File: src/rtl/pixel_tx_scheduler.sv
// pixel_tx_scheduler
// Packet FIFO shared by the pixel stream (high priority, ready/valid) and
// coalesced cursor-position updates (low priority, forced in after a run of
// pixel grants). The I2C slave reads the head and pops it when a read ends.
//
// Ports:
//   clk, rst              clock, synchronous active-high reset
//   pix_valid/x/y/colour  pixel packet offer, held until pix_ready
//   pix_ready             pixel accepted this cycle (may follow out_pop)
//   cur_req/x/y           single-cycle cursor update, latest wins
//   out_valid             FIFO non-empty, head fields valid
//   out_x/y/status        head entry; status[7]=cursor, [2:0]=colour
//   out_pop               head consumed (ignored while empty)
//   level                 occupancy 0..DEPTH
module pixel_tx_scheduler #(
  parameter int DEPTH        = 8,
  parameter int STARVE_LIMIT = 4
) (
  input  logic       clk,
  input  logic       rst,
  input  logic       pix_valid,
  input  logic [7:0] pix_x,
  input  logic [7:0] pix_y,
  input  logic [2:0] pix_colour,
  output logic       pix_ready,
  input  logic       cur_req,
  input  logic [7:0] cur_x,
  input  logic [7:0] cur_y,
  output logic       out_valid,
  output logic [7:0] out_x,
  output logic [7:0] out_y,
  output logic [7:0] out_status,
  input  logic       out_pop,
  output logic [4:0] level
);

  localparam int         PTR_W     = (DEPTH > 1) ? $clog2(DEPTH) : 1;
  localparam logic [4:0] DEPTH_LVL = 5'(DEPTH);
  localparam logic [3:0] LIMIT     = 4'(STARVE_LIMIT);

  // Entry layout: {type, x[7:0], y[7:0], colour[2:0]}
  logic [19:0]      mem [DEPTH];
  logic [PTR_W-1:0] wr_ptr_reg, rd_ptr_reg;
  logic [4:0]       level_reg, level_next;
  logic             pending_reg, pending_next;
  logic [7:0]       pend_x_reg, pend_y_reg;
  logic [3:0]       starve_reg, starve_next;

  logic        empty, full, pop, can_accept, forced;
  logic        push_cur, push_pix, push;
  logic [19:0] wr_entry, head;

  always_comb begin
    empty      = (level_reg == 5'd0);
    full       = (level_reg == DEPTH_LVL);
    pop        = out_pop && !empty;
    // A pop this cycle frees the slot the push lands in, so full+pop accepts.
    can_accept = !full || pop;
    forced     = pending_reg && (starve_reg >= LIMIT);
    push_cur   = can_accept && pending_reg && (forced || !pix_valid);
    push_pix   = can_accept && pix_valid && !forced;
    push       = push_cur || push_pix;
    pix_ready  = can_accept && !forced;
    wr_entry   = push_cur ? {1'b1, pend_x_reg, pend_y_reg, 3'b000}
                          : {1'b0, pix_x, pix_y, pix_colour};
  end

  always_comb begin
    // A new request always leaves an update pending, even when the previous
    // one is being written this very cycle.
    pending_next = pending_reg;
    if (cur_req)
      pending_next = 1'b1;
    else if (push_cur)
      pending_next = 1'b0;

    starve_next = starve_reg;
    if (push_cur || !pending_reg)
      starve_next = 4'd0;
    else if (push_pix && starve_reg != 4'hF)
      starve_next = starve_reg + 4'd1;

    level_next = level_reg;
    case ({push, pop})
      2'b10:   level_next = level_reg + 5'd1;
      2'b01:   level_next = level_reg - 5'd1;
      default: level_next = level_reg;
    endcase
  end

  // Storage array carries no reset; stale words are masked by level.
  always_ff @(posedge clk) begin
    if (push && !rst)
      mem[wr_ptr_reg] <= wr_entry;
  end

  always_ff @(posedge clk) begin
    if (rst) begin
      wr_ptr_reg  <= '0;
      rd_ptr_reg  <= '0;
      level_reg   <= '0;
      pending_reg <= 1'b0;
      pend_x_reg  <= '0;
      pend_y_reg  <= '0;
      starve_reg  <= '0;
    end else begin
      if (push)
        wr_ptr_reg <= wr_ptr_reg + 1'b1;
      if (pop)
        rd_ptr_reg <= rd_ptr_reg + 1'b1;
      level_reg   <= level_next;
      pending_reg <= pending_next;
      starve_reg  <= starve_next;
      if (cur_req) begin
        pend_x_reg <= cur_x;
        pend_y_reg <= cur_y;
      end
    end
  end

  // First-word fall-through head view, forced to zero while empty.
  always_comb begin
    head       = mem[rd_ptr_reg];
    out_valid  = !empty;
    out_x      = empty ? 8'd0 : head[18:11];
    out_y      = empty ? 8'd0 : head[10:3];
    out_status = empty ? 8'd0 : {head[19], 4'b0000, head[2:0]};
    level      = level_reg;
  end

endmodule

File: config.mk
export PLATFORM = sky130hd
export DESIGN_NAME = pixel_tx_scheduler
export DESIGN_NICKNAME = d
export VERILOG_FILES = /design/src/rtl/pixel_tx_scheduler.sv
export SDC_FILE = /design/constraint.sdc
export NUM_CORES = 1
export LEC_CHECK = 0
export ABC_AREA = 1
export CAP_MARGIN = 20
export CORE_MARGIN = 4
export CORE_UTILIZATION = 50
export CTS_CLUSTER_DIAMETER = 30
export DETAILED_ROUTE_END_ITERATION = 16
export GPL_TIMING_DRIVEN = 0
export PLACE_DENSITY_LB_ADDON = 0.1
export SLEW_MARGIN = 40
export SYNTH_ARGS = -nofsm -noshare
export SYNTH_HDL_FRONTEND = slang
export SYNTH_SLANG_ARGS = --single-unit
File: constraint.sdc
create_clock -name clk -period 5 [get_ports clk]
set_input_delay 0.5 -clock clk [delete_from_list [all_inputs] [get_ports clk]]
set_output_delay 0.5 -clock clk [all_outputs]
set_load 0.03 [all_outputs]
==> flow_summary.json <==
{
  "status": "complete, no violations",
  "placementRows": 45,
  "irDropWorstVdd_v": 0.000300,
  "max-slew-margin-rel_pct": 57.7,
  "die_x_um": 134,
  "initial_core_util_pct": 51.7,
  "period_share_pct": 70.3,
  "post_cts_buffers": 0,
  "viasPerCell": 5.42,
  "largest_register_ffs": 160,
  "dieArea_mm2": 0.0180,
  "cp-end-kind": "output pin",
  "synth_top_area_share_pct": 60.2,
  "hold_viol": 0,
  "synth_warnings": 0,
  "clk_pin_slew_ns": 0.07,
  "final_common_cell": "nor2_1",
  "drc_errors": 0,
  "cts_hold_buf": 0,
  "p_leak_nw": 3.48,
  "yosysTopAreaCell": "edfxtp_1",
  "start_kind": "register",
  "cts-resized-gates": 0,
  "synthTopCellsByArea": "edfxtp_1 60%, dfxtp_1 8.8%, nor2_1 8.3%",
  "cts_buffer_depth": 2,
  "final_util_pct": 62.9,
  "ys_seq_area_share_pct": 69.0,
  "gp_congestion": 0.830,
  "cap_violations": 0,
  "syn_to_final_growth_pct": 21.7,
  "grt_pass1_wl_um": 29800,
  "drt-total-wl_um": 19300,
  "power_density_mw_per_mm2": 518,
  "required_ns": 4.50,
  "period_minus_slack_ns": 3.52,
  "antennaDiodeCount": 0,
  "skew_ns": 0.00913,
  "insertion_delay_ns": 0.43,
  "yosys_register_bits": 195,
  "clkSinkCount": 195,
  "drtPass1Iterations": 5,
  "cts_tree": "built",
  "grt_usage_pct": 21.8,
  "drt_iter0_markers": 472,
  "reg2reg_slack_ns": 2.67,
  "layout_common_cells": "173 x nor2_1, 160 x edfxtp_1, 127 x o21ai_0, 66 x clkdlybuf4s50_1, 63 x nand2_1",
  "boundaryPins": 71,
  "grt_pass1_vias": 5597,
  "wire_per_inst_um": 18.3,
  "avgSynthCellArea_um2": 11.0,
  "hpwl_um": 13200,
  "fillers": 1229,
  "ant_nets": 0,
  "cp_max_fo": 10,
  "dieHeight_um": 134,
  "layout-drive-gt1-share_pct": 9.85,
  "grt_max_degree": 18,
  "cts_root_buf": "clkbuf_16",
  "worstPathArrival_ns": 3.02,
  "vias": 5709,
  "critical_path_class": "register to output pin",
  "synthDistinctLibCells": 33,
  "fin_nets": 876,
  "worst_pin_slew_ns": 0.634,
  "syn_inst": 726,
  "gr-total-overflow": 0,
  "cts_buffers": 17,
  "setup-violations-final": 0,
  "synth_area_mm2": 0.00798,
  "rsz0062_at_grt": "no",
  "worstHoldPathType": "register to register",
  "tns_ns": 0,
  "h-tree-depth": 4,
  "antenna_found_initial": 0,
  "place.port_buffers": 66,
  "max_freq_ghz": 0.284,
  "core_mm2": 0.0154,
  "slew_violations": 0
}
worst max-delay path, stage by stage (launching register included):
cell and delay (ns):
dfxtp_1 0.30, buf_2 0.17, inv_2 0.13, clkbuf_1 0.41
o21ai_0 0.16, o22ai_1 0.24, o21ai_0 0.14, a31oi_1 0.30
clkdlybuf4s50_1 0.74
where the power goes:
group | internal (mW) | switching [mW] | leakage (nW)
clock | 0.780 | 0.581 | 0.278
sequential | 1.88 | 0.0575 | 1.75
combinational | 0.586 | 1.15 | 1.46
cell families (layout without fill, tap and decap cells):
family / Yosys count / in the layout / share of synthesized area (%)
AND/OR/NAND/NOR: 264 / 264 / 13.2
other: 1 / 4 / 0.0470
adder cells (fa/ha/maj): 6 / 6 / 0.941
AO/OA/AOI/OAI: 180 / 180 / 12.3
buffers and inverters: 74 / 188 / 3.89
flip-flops: 195 / 195 / 69.0
XOR/XNOR: 6 / 6 / 0.659
cell usage after synthesis (all sizes together):
| library cell | instances |
|---|---|
| nor2 | 180 |
| edfxtp | 160 |
| o21ai | 129 |
| nand2 | 67 |
| dfxtp | 35 |
| inv | 30 |
| clkbuf | 27 |
| a31oi | 20 |
| o22ai | 20 |
| buf | 16 |
| a21oi | 9 |
| nand3 | 9 |
| ha | 6 |
| nor3 | 6 |
| xor2 | 6 |
| a211oi | 1 |
| clkinv | 1 |
| conb | 1 |
| nand4 | 1 |
| o311ai | 1 |
| or2 | 1 |
routing by layer:
| layer | track usage [%] | up-vias | part of all wire (%) |
|---|---|---|---|
| met2 | 34.5 | 209 | 48 |
| met3 | 5.14 | 35 | 6.4 |
| li1 | - | 2744 | - |
| met1 | 29.4 | 2721 | 43 |
| met5 | 0 | - | 0 |
| met4 | 8.48 | 0 | 2.2 |
worst paths after layout:
check                           depth (start not counted)              endpoint                       start
worst max-delay path                                    8         out_status[7]                    register
worst min-delay path                                    2              register  rd_ptr_reg[2]$_SDFFE_PP0N_
worst max register to register                          9  mem[6][18]$_DFFE_PP_       level[1]$_SDFFE_PP0P_
worst min register to register                          2              register  rd_ptr_reg[2]$_SDFFE_PP0N_
metrics by stage:
step,setup WS (ns),power [mW],std cells,hold slack [ns],area (um^2)
6_report,1.48,5.03,1054,0.475,9710
5_1_grt,1.32,5.25,1054,0.495,9710
4_1_cts,1.49,5.04,1054,0.475,9710
3_5_place_dp,1.95,3.69,1022,0.465,9120
3_3_place_gp,0.317,3.65,1006,0.453,8910
2_1_floorplan,2.00,3.01,729,0.433,7990
cell type report:
class                           count  area (um^2)  area share (%)
Sequential cell                   195         5510            56.7
Multi-Input combinational cell    460         2220            22.9
Timing Repair Buffer               82          816            8.40
Clock buffer                       17          425            4.38
Tap cell                          211          264            2.72
Buffer                             43          191            1.97
Clock inverter                     15          164            1.69
Inverter                           31          119            1.22
Power figures use the tool's default switching activity.
